===== src/rtl/if_fetch_queue.sv =====
`timescale 1ns/1ps
// if_fetch_queue: instruction fetch over a req/ack memory port feeding a DEPTH-entry decode queue.
// Optional same-cycle bypass of a returning word to decode when FETCH_QUEUE_BYPASS_EN is defined.
module if_fetch_queue #(
  parameter int unsigned DEPTH = 4
) (
  input  logic        clk,
  input  logic        reset,
  input  logic [31:0] pc_i,
  output logic        pc_hold_o,
  input  logic        flush_i,
  output logic        imem_req_o,
  output logic [31:0] imem_addr_o,
  input  logic        imem_ack_i,
  input  logic [31:0] imem_rdata_i,
  output logic        id_valid_o,
  input  logic        id_ready_i,
  output logic [31:0] id_inst_o,
  output logic [31:0] id_pc_o
);

  localparam int unsigned PW = (DEPTH > 1) ? $clog2(DEPTH) : 1;
  localparam int unsigned CW = PW + 1;
  localparam logic [CW-1:0] FULL = CW'(DEPTH);

  typedef enum logic {RUN, DROP} state_t;

  state_t        state;
  logic [CW-1:0] count;
  logic [PW-1:0] rd_ptr;
  logic [PW-1:0] wr_ptr;
  logic [31:0]   drop_addr;
  logic [31:0]   inst_mem [DEPTH];
  logic [31:0]   pc_mem   [DEPTH];

  logic run_cpl;
  logic enq;
  logic deq;

  always_comb begin
    imem_req_o  = !reset && ((state == RUN && count < FULL) || state == DROP);
    imem_addr_o = (!reset && state == DROP) ? drop_addr : pc_i;
    run_cpl     = imem_req_o && imem_ack_i && state == RUN;
    pc_hold_o   = reset || !(flush_i || run_cpl);
  end

`ifdef FETCH_QUEUE_BYPASS_EN
  logic bypass;

  // A word accepted straight from memory is never written; one left waiting is enqueued.
  always_comb begin
    bypass     = count == '0 && run_cpl && !flush_i;
    id_valid_o = !reset && (count != '0 || bypass);
    id_inst_o  = bypass ? imem_rdata_i : inst_mem[rd_ptr];
    id_pc_o    = bypass ? pc_i : pc_mem[rd_ptr];
    enq        = run_cpl && !flush_i && !(bypass && id_ready_i);
    deq        = !reset && count != '0 && id_ready_i;
  end
`else
  always_comb begin
    id_valid_o = !reset && count != '0;
    id_inst_o  = inst_mem[rd_ptr];
    id_pc_o    = pc_mem[rd_ptr];
    enq        = run_cpl && !flush_i;
    deq        = id_valid_o && id_ready_i;
  end
`endif

  always_ff @(posedge clk) begin
    if (reset) begin
      state     <= RUN;
      count     <= '0;
      rd_ptr    <= '0;
      wr_ptr    <= '0;
      drop_addr <= '0;
    end else begin
      if (flush_i) begin
        count  <= '0;
        rd_ptr <= '0;
        wr_ptr <= '0;
      end else begin
        if (enq) wr_ptr <= wr_ptr + PW'(1);
        if (deq) rd_ptr <= rd_ptr + PW'(1);
        if (enq && !deq)      count <= count + CW'(1);
        else if (deq && !enq) count <= count - CW'(1);
      end
      // A dropped transaction still completes on its ack even if another flush lands then.
      case (state)
        RUN: begin
          if (flush_i && imem_req_o && !imem_ack_i) begin
            state     <= DROP;
            drop_addr <= pc_i;
          end
        end
        DROP: begin
          if (imem_ack_i) state <= RUN;
        end
        default: state <= RUN;
      endcase
    end
  end

  always_ff @(posedge clk) begin
    if (enq) begin
      inst_mem[wr_ptr] <= imem_rdata_i;
      pc_mem[wr_ptr]   <= pc_i;
    end
  end

endmodule

===== config.mk =====
export PLATFORM = sky130hd
export DESIGN_NAME = if_fetch_queue
export DESIGN_NICKNAME = d
export VERILOG_FILES = /design/src/rtl/if_fetch_queue.sv
export SDC_FILE = /design/constraint.sdc
export NUM_CORES = 1
export LEC_CHECK = 0
export ABC_AREA = 1
export CAP_MARGIN = 5
export CORE_AREA = 2 2 164 166
export DETAILED_ROUTE_END_ITERATION = 12
export DIE_AREA = 0 0 166 168
export GPL_TIMING_DRIVEN = 0
export PLACE_DENSITY = 0.67
export REMOVE_ABC_BUFFERS = 1
export SETUP_SLACK_MARGIN = 0.5
export SLEW_MARGIN = 20
export SYNTH_ARGS = -nofsm -noshare
export SYNTH_HDL_FRONTEND = slang
export SYNTH_SLANG_ARGS = --single-unit

===== constraint.sdc =====
create_clock -name clk -period 6.9 [get_ports clk]
set_input_delay 1.725 -clock clk [delete_from_list [all_inputs] [get_ports clk]]
set_output_delay 1.725 -clock clk [all_outputs]
set_load 0.05 [all_outputs]

After elaboration in Yosys (flattened, before gate mapping)
Memories as Yosys holds them, arrays and structs flattened. A register that Yosys moved wholly into a read port is not among the register bits. Cells that the tools add are included. W data, S select, Z words.

Bits in registers: 40. Bits in writable memories: 256. Output and inout port bits: 99. Memories: 2.

Memory list: inst_mem (depth 4, width 32, rd ports 1, clocked after Yosys merged registers in 1, wr ports 1, RTL line 33) `logic [31:0] inst_mem [DEPTH];`; pc_mem (depth 4, width 32, rd ports 1, clocked after Yosys merged registers in 1, wr ports 1, RTL line 34) `logic [31:0] pc_mem [DEPTH];`.

Add/sub/neg operators: 4. $lt $le $gt $ge: 1. Multiplexer cells: 12. Bitwise logic cells: 1. Reduce and logical (&&, ||, !) cells: 25.

Operators with widths (number): $mux W32 (1); $logic_and A1 B1 Y1 (12); $mux W2 (4); $logic_not A1 Y1 (6); $mux W3 (2); $add A2 B1 Y2 const B (2); $mux W1 (4); $add A3 B1 Y3 const B (1); $logic_or A1 B1 Y1 (3); $lt A3 B3 Y1 const B (1); $reduce_bool A3 Y1 (1); $sub A3 B1 Y3 const B (1); $pmux W1 S2 (1); $reduce_and A2 Y1 (1); $reduce_bool A2 Y1 (1); $reduce_or A2 Y1 (1); $not A1 Y1 (1).

Logic depth before layout (Yosys ltp)
Word-level depth: 11. Depth in mapped cells: 11. Gate-level depth less buffers: 11.

Least setup slack after synthesis
OpenSTA, ideal clock, no wires.

Kind: input to register. Start: input port reset. End: memory inst_mem[0][0], enable pin. Setup time: 0.486 ns. Data arrival time: 4.866 ns. Slack: 1.548 ns. Stages on the path: 5. Path buffers: 0. Cells stage by stage: nor2_4 nand3_2 nor2_1 inv_1 nor2_1.

Cells in the longest elaborated chain, start to end: 7.

RTL lines: from (decl) (RTL line 8) `input logic reset,`; $logic_not A1 Y1 (RTL line 41) `imem_req_o = !reset && ((state == RUN && count < FULL) || state == DROP);`; $logic_and A1 B1 Y1 (RTL line 41); $logic_and A1 B1 Y1 (2 in a row) (RTL line 43) `run_cpl = imem_req_o && imem_ack_i && state == RUN;`; $logic_and A1 B1 Y1 (RTL line 64) `enq = run_cpl && !flush_i;`; named net enq (RTL line 37) `logic enq;`; $mux W1 (RTL line 104) `if (enq) begin`; $mux W1 (implied by the code) (RTL line 105) `inst_mem[wr_ptr] <= imem_rdata_i;`; to (decl) (RTL line 33).

The timed path passes the listed nets, and every way through them passes these cells.

Worst setup path in the final report
Start: input port reset. End: output port imem_addr_o[28].

Cells in the longest elaborated chain, start to end: 3.

RTL lines: $logic_not A1 Y1 (RTL line 42) `imem_addr_o = (!reset && state == DROP) ? drop_addr : pc_i;`; $logic_and A1 B1 Y1 (RTL line 42); $mux W32 (RTL line 42); to (decl) (RTL line 13) `output logic [31:0] imem_addr_o,`.

Every way passes these cells.

==> run_summary.xml <==
<?xml version="1.0" encoding="UTF-8"?>
<metrics>
  <group name="run_status">
    <metric name="run_status" unit="">finished clean</metric>
  </group>
  <group name="logic_synthesis">
    <metric name="post_synth_main_area_contributors" unit="">edfxtp_1 (66%), dfxtp_1 (7.2%), nor2_1 (6.7%)</metric>
    <metric name="synthDistinctLibCells" unit="">27</metric>
    <metric name="number_of_synthesized_register_bits" unit="">298</metric>
    <metric name="ys_warnings" unit="">0</metric>
    <metric name="synth_sequential_area_ratio" unit="%">73.4</metric>
    <metric name="synth.cell_area" unit="um2">11600</metric>
    <metric name="yosysTopAreaCellShare" unit="%">66.1</metric>
    <metric name="postSynthAreaPerCell" unit="um2">12.0</metric>
    <metric name="synthCells" unit="">971</metric>
    <metric name="netlist.top_cell.by_area" unit="">edfxtp_1</metric>
  </group>
  <group name="critical_path">
    <metric name="timing.critical_path.from_type" unit="">input port</metric>
    <metric name="timing.critical_path.cells" unit="">clkdlybuf4s50_1 -&gt; inv_4 -&gt; nand2_8 -&gt; o21ai_0 -&gt; clkdlybuf4s50_1</metric>
    <metric name="critical_path_peak_fanout" unit="">65</metric>
    <metric name="cpPeakStageDelay" unit="ns">0.88</metric>
    <metric name="worstSetupPathType" unit="">in -&gt; out</metric>
    <metric name="end_kind" unit="">output port</metric>
    <metric name="worst_path_most_repeated_cell" unit="">clkdlybuf4s50_1</metric>
    <metric name="worst_path_required_time" unit="ns">5.18</metric>
    <metric name="worst_path_max_delay_cell" unit="">clkdlybuf4s50_1</metric>
    <metric name="crit_arrival" unit="ns">4.27</metric>
  </group>
  <group name="routing">
    <metric name="detail_route.drc_violations" unit="">0</metric>
    <metric name="detail_route.iter0.violations" unit="">497</metric>
    <metric name="drt-wirelength-per-cell" unit="um">16.7</metric>
    <metric name="drtPass1Iterations" unit="">5</metric>
    <metric name="antenna_violating_nets_post_route" unit="">0</metric>
    <metric name="routed-via-count" unit="">7536</metric>
    <metric name="vias_per_cell" unit="">5.04</metric>
    <metric name="detail_route.wirelength" unit="mm">24.9</metric>
  </group>
  <group name="clock_network">
    <metric name="clockBufferDepth" unit="">3</metric>
    <metric name="cts-root-buf" unit="">clkbuf_16</metric>
    <metric name="postCtsResizedCells" unit="">2</metric>
    <metric name="numCtsBuffers" unit="">30</metric>
    <metric name="clk_transition_reported_paths" unit="ns">0.06</metric>
    <metric name="postCtsSetupRepairBufs" unit="">0</metric>
    <metric name="cts_tree" unit="">built</metric>
    <metric name="cts_sinks" unit="">298</metric>
    <metric name="clock_insertion_delay_worst_skew" unit="ns">0.55</metric>
    <metric name="htree_levels" unit="">1</metric>
    <metric name="hold_buffers" unit="">0</metric>
  </group>
  <group name="timing">
    <metric name="grt_setup_unrepaired" unit="">no</metric>
    <metric name="max_freq" unit="MHz">167</metric>
    <metric name="final_critical_path_setup_slack" unit="ns">0.902</metric>
    <metric name="timing_max_transition_violations_final" unit="">0</metric>
    <metric name="final-hold-violation-count" unit="">0</metric>
    <metric name="final-setup-viol-count" unit="">0</metric>
    <metric name="final.setup_skew" unit="ns">0.0185</metric>
    <metric name="timing.max_slew.rel_slack" unit="%">50.4</metric>
    <metric name="layout_worst_path_cycle_share" unit="%">86.9</metric>
    <metric name="max_slew.worst_pin.slew" unit="ns">0.744</metric>
    <metric name="period_minus_slack" unit="ns">6.00</metric>
  </group>
  <group name="placed_design">
    <metric name="post-dp-hpwl" unit="mm">14.5</metric>
    <metric name="worst_slack_at_placement" unit="ns">-0.0380</metric>
    <metric name="post-place-cells" unit="">1439</metric>
    <metric name="place.gp.congestion" unit="">0.730</metric>
    <metric name="io_buffers" unit="">167</metric>
  </group>
  <group name="finish">
    <metric name="post_route_cells_drive_above_1_share" unit="%">6.68</metric>
    <metric name="finalNetCount" unit="">1205</metric>
    <metric name="finalNonFillerCells" unit="">1494</metric>
    <metric name="area_growth" unit="%">27.8</metric>
    <metric name="fill_cells" unit="">2177</metric>
    <metric name="multi_input_area" unit="um2">2650</metric>
    <metric name="sequential_cell_area" unit="um2">8540</metric>
    <metric name="diodes" unit="">0</metric>
  </group>
  <group name="job">
    <metric name="max_cap_violations" unit="">0</metric>
  </group>
  <group name="global_route">
    <metric name="vias_in_the_first_global_route" unit="">7460</metric>
    <metric name="gr-total-overflow" unit="">0</metric>
    <metric name="global_route.usage.met1" unit="%">23.9</metric>
    <metric name="maximum_number_of_pins_on_one_net_before_global_route_repair" unit="">85</metric>
    <metric name="grt.busiest_layer" unit="">met2</metric>
    <metric name="grt_antenna_before_repair" unit="">0</metric>
    <metric name="gr-usage-all-layers" unit="%">17.8</metric>
    <metric name="grt_use_met3" unit="%">3.74</metric>
    <metric name="wire_length_of_the_first_global_routing_pass" unit="mm">39.8</metric>
    <metric name="gr-usage-met2" unit="%">29.6</metric>
  </group>
  <group name="floorplanning">
    <metric name="die_h" unit="um">168</metric>
    <metric name="placement_rows" unit="">60</metric>
    <metric name="io-pin-count" unit="">168</metric>
    <metric name="placeable_core_area" unit="um2">26400</metric>
    <metric name="fp.dieW" unit="um">166</metric>
    <metric name="die-area" unit="um2">27900</metric>
    <metric name="floorplan.initialDensity" unit="%">44.1</metric>
  </group>
  <group name="power_and_ir_drop">
    <metric name="leakage" unit="nW">5.32</metric>
    <metric name="post-layout-total-power" unit="mW">3.88</metric>
    <metric name="share_seq_of_total_power" unit="%">51.2</metric>
    <metric name="ir_worst_vdd" unit="uV">150</metric>
    <metric name="combinational_share_of_power" unit="%">8.1</metric>
    <metric name="clock_share_of_power" unit="%">40.7</metric>
    <metric name="swShare" unit="%">22.2</metric>
    <metric name="power.net_switching" unit="mW">0.863</metric>
    <metric name="cell_internal_pwr" unit="mW">3.02</metric>
    <metric name="power_per_cell_area" unit="nW/um2">261</metric>
  </group>
  <group name="min_path">
    <metric name="hold_path_class" unit="">reg -&gt; reg</metric>
  </group>
</metrics>
[worst paths after layout]
| check | start | endpoint | slack [ns] | cells after the start |
|---|---|---|---|---|
| setup / recovery | reset | imem_addr_o[28] | 0.90 | 5 |
| setup reg to reg | count[2] | pc_mem[0][27] | 4.54 | 7 |
| hold / removal | rd_ptr[1] | register | 0.49 | 2 |
| hold reg to reg | rd_ptr[1] | register | 0.49 | 2 |
[through the flow]
| step | TNS (ns) | utilization (%) | hold WS (ns) | cell area [um2] |
|---|---|---|---|---|
| floorplan | 0 | - | 0.469 | 11300 |
| finish | 0 | 56.4 | 0.489 | 14900 |
| detailed placement | -0.0700 | 52.6 | 0.485 | 13900 |
| global placement | -532.39 | 50.9 | 0.491 | 13400 |
| global route | 0 | 56.4 | 0.518 | 14900 |
| CTS | 0 | 56.4 | 0.491 | 14900 |
[power by group through the flow]
stage	Clock [mW]	Combinational [mW]	Sequential, mW
3_5_place_dp	0	0.316	2.03
2_1_floorplan	0	0.170	2.03
5_1_grt	1.68	0.341	1.99
3_3_place_gp	0	0.304	2.03
4_1_cts	1.62	0.319	1.99
6_report	1.58	0.316	1.99
[logic make-up after synthesis]
group	share of synthesized area [%]
AND/OR/NAND/NOR	10.9
flip-flops	73.4
AO/OA/AOI/OAI	10.7
buffers and inverters	4.27
adder cells (fa/ha/maj)	0.710
XOR/XNOR	0.0753
[placed cells by master (no fill, tap or decap), drive strengths merged]
master | Yosys | final
xor2 | 1 | 1
fa | 1 | 1
clkdlybuf4s50 | 0 | 167
a21oi | 5 | 5
edfxtp | 256 | 256
a211oi | 1 | 1
buf | 29 | 17
nand2 | 112 | 112
bufinv | 0 | 2
clkbuf | 28 | 43
clkinv | 0 | 10
or2 | 1 | 1
nand3 | 3 | 3
inv | 50 | 50
o21ai | 162 | 162
nor2 | 210 | 210
dfxtp | 42 | 42
o22ai | 64 | 64
ha | 5 | 5
nand4 | 1 | 1
[state kept, by name, summed over array words and instances, names as in the netlist, named ones only]
name	count
pc_mem	128
rd_ptr	2
drop_addr	32
count	3
wr_ptr	2
state	1
inst_mem	128
[synth_stat cells]
cell,n
a211oi_1,1
a21oi_1,5
buf_2,17
buf_4,5
buf_6,7
clkbuf_1,26
clkbuf_2,2
dfxtp_1,42
edfxtp_1,256
fa_1,1
ha_1,5
inv_1,47
inv_2,3
nand2_1,111
nand2_2,1
nand3_1,1
nand3_2,1
nand3_4,1
nand4_1,1
nor2_1,208
nor2_2,1
nor2_4,1
o21ai_0,150
o21ai_1,12
o22ai_1,64
or2_2,1
xor2_1,1
[worst max-delay path, delay by kind of cell]
| family | cells | cell delay [ns] |
|---|---|---|
| buffers and inverters | 3 | 1.90 |
| AND/OR/NAND/NOR | 1 | 0.35 |
| AO/OA/AOI/OAI | 1 | 0.29 |
[final cells by class]
class	count	area share, %
repair buffers	184	14.0
clock buffers	43	5.72
inverters	50	1.33
clock inverters	12	0.825
well taps	341	2.87
flip-flops and latches	298	57.4
multi-input cells	566	17.8
[metal layers]
layer | share of wire (%) | up-vias
li1 | - | 3724
met1 | 45 | 3598
met2 | 47 | 178
met3 | 5.7 | 36
met4 | 1.7 | 0
met5 | 0 | -
Power figures use the tool's default switching activity.
==> RTL edit: new RTL, same settings <==
The option `FETCH_QUEUE_BYPASS_EN` is turned on by a define.
--- a/src/rtl/if_fetch_queue.sv
+++ b/src/rtl/if_fetch_queue.sv
@@ -2,4 +2,6 @@
 // if_fetch_queue: instruction fetch over a req/ack memory port feeding a DEPTH-entry decode queue.
 // Optional same-cycle bypass of a returning word to decode when FETCH_QUEUE_BYPASS_EN is defined.
+`define FETCH_QUEUE_BYPASS_EN
+
 module if_fetch_queue #(
   parameter int unsigned DEPTH = 4
Function: changed (Yosys sat finds a counterexample within 4 cycles, from zero or initial values and one cycle with reset high).
==> RTL edit against the original RTL <==
Total power rose by 3.3%; largest power group unchanged; first-iteration DRC count rose by 3.0%; sequential cell count did not move; area after synthesis rose by 7.8%; setup slack got worse by 0.14 ns; routed wire length rose by 13%; cell area rose by 7.1%; die area did not move; largest cell class unchanged; critical path depth did not move.
==> RTL edit: results (changes against the original RTL) <==
Run status
  • Status: finished clean

Place
  • Number of port buffers: 167 (unchanged)
  • Post-place instance area: 14800 sq um (+6.9%)
  • DP HPWL: 16.2 mm (+11%)
  • Placer Congestion: 0.748 (+2.5%)

Clock tree
  • Buffer count from post-CTS setup fixing: 0 (unchanged)
  • Clock buffer count from CTS: 29 (-3.3%)
  • CTS root buf: sky130_fd_sc_hd__clkbuf_16
  • Clk_lat worst skew: 0.54 ns
  • Clock-pin slew on the worst setup and hold paths: 0.06 ns (about the same)
  • Largest buffer count on any clock path: 3 (unchanged)
  • Number of H-tree levels: 1 (unchanged)

Global routing
  • Remaining global-route overflow: 0 (unchanged)
  • Pin count of the biggest net entering global routing: 85 (unchanged)
  • Initial antenna violation count: 0 (unchanged)
  • Wire length of the first global-routing pass: 44.7 mm (+13%)
  • Global-route usage over all layers: 0.198 (+0.0204)
  • Number of global-route vias before repair: 8635 (+16%)

Logic synthesis
  • Leading post-synthesis cells by cell area: sky130_fd_sc_hd__edfxtp_1 61%, sky130_fd_sc_hd__nor2_1 8.2%, sky130_fd_sc_hd__o21ai_0 7.6%, sky130_fd_sc_hd__dfxtp_1 6.7%, sky130_fd_sc_hd__nand2_1 4.1%
  • Synth async-reset ratio: 0 (unchanged)
  • Count of flip-flops with a built-in enable after synthesis: 256 (unchanged)
  • Most frequent cells after synthesis: 275 x sky130_fd_sc_hd__nor2_1, 256 x sky130_fd_sc_hd__edfxtp_1, 190 x sky130_fd_sc_hd__o21ai_0
  • Number of synthesis warnings: 0 (unchanged)
  • Share of the yosys chip area belonging to registers: 0.681 (-0.0528)
  • Netlist cell types: 25 (-7.4%)

Drt
  • Post-DR wirelength/cell: 17.0 um (+1.8%)
  • DR WL met2: 13.9 mm (+18%)
  • Met1 wire length: 12.5 mm (+11%)
  • Detailed Route Iter0 Violations: 512 (+3.0%)
  • Per-cell via count in the routed design: 5.31 (+5.4%)
  • DR pass1 iterations: 5 (unchanged)
  • Top sig layer: met4
  • Met3 wirelength from detailed routing: 1.31 mm (-7.2%)

Finish
  • Share of cells above drive strength 1: 0.0857 (+0.0190)
  • Leading registers by flop count: inst_mem: 128 flops, pc_mem: 128 flops, drop_addr: 32 flops
  • Fill cells: 2128 (-2.3%)
  • Area of the multi-input gates: 3610 sq um (+36%)
  • Antenna cell count: 0 (unchanged)
  • NumNets Final: 1371 (+14%)

Timing
  • Post-Route Skew: 0.0119 ns (-0.00656 ns)
  • Slew at the pin closest to its max-slew limit: 0.751 ns (+0.00761 ns)

Min path
  • Worst hold path type: reg -> reg

Power and ir drop
  • Peak supply drop: 162 uV (+8.0%)
  • Reported leakage power: 6.05 nW (+14%)

Setup path
  • Data arrival time of the critical path: 4.41 ns (+0.14 ns)
  • Critical-path maximum fanout: 34 (-48%)
-- RTL edit: report_power, final --
part	internal [mW]	total, mW	switching, mW	leakage [nW]
registers	1.98	1.98	0.00889	2.65
logic	0.145	0.419	0.274	2.92
clock network	0.974	1.61	0.635	0.482
-- RTL edit: timing repair --
action	in CTS	in global routing
endpoints found under the setup margin	6	42
endpoints found under the hold margin	0	0
resized for setup	6	42
-- RTL edit: cell type report --
type                       instances  share of cell area
sequential                       298               0.536
multi-input combinational        760               0.227
timing repair buffer             187               0.143
clock buffer                      33              0.0478
tap                              341              0.0268
clock inverter                    20              0.0142
inverter                          20             0.00519
-- RTL edit: final timing paths --
check,cells past startpoint,slack [ns],start,endpoint
max,5,0.77,reset,imem_addr_o[31]
min,2,0.48,drop_addr[17],drop_addr[17]
max reg2reg,8,4.39,count[2],inst_mem[2][30]
min reg2reg,2,0.48,drop_addr[17],drop_addr[17]
-- RTL edit: per-stage QoR --
step                      setup slack (ns)  instances  power [mW]  TNS (ns)
final                                0.767       1659        4.01         0
after global routing                 0.606       1659        4.14         0
after CTS                            0.503       1659        4.05         0
after detailed placement             0.484       1606        2.45         0
after global placement               -4.70       1586        2.43   -705.68
after floorplan                      0.199       1078        2.26         0
-- RTL edit: cell families after synthesis --
family,share of synthesized area
simple gates,0.154
flops,0.681
compound gates,0.0936
buf+inv,0.0347
mux,0.0288
fa+ha+maj,0.00659
xor+xnor,0.00140
-- RTL edit: routing by layer --
layer / up-vias / GRT usage
met1: 4261 / 0.263
met5: - / 0
li1: 4300 / -
met3: 39 / 0.0270
met4: 0 / 0.0439
met2: 216 / 0.350
-- RTL edit: worst max-delay path: stages --
cell,delay [ns]
sky130_fd_sc_hd__clkdlybuf4s50_1,0.53
sky130_fd_sc_hd__inv_2,0.51
sky130_fd_sc_hd__nand2_4,0.46
sky130_fd_sc_hd__mux2_2,0.36
sky130_fd_sc_hd__clkdlybuf4s50_1,0.79
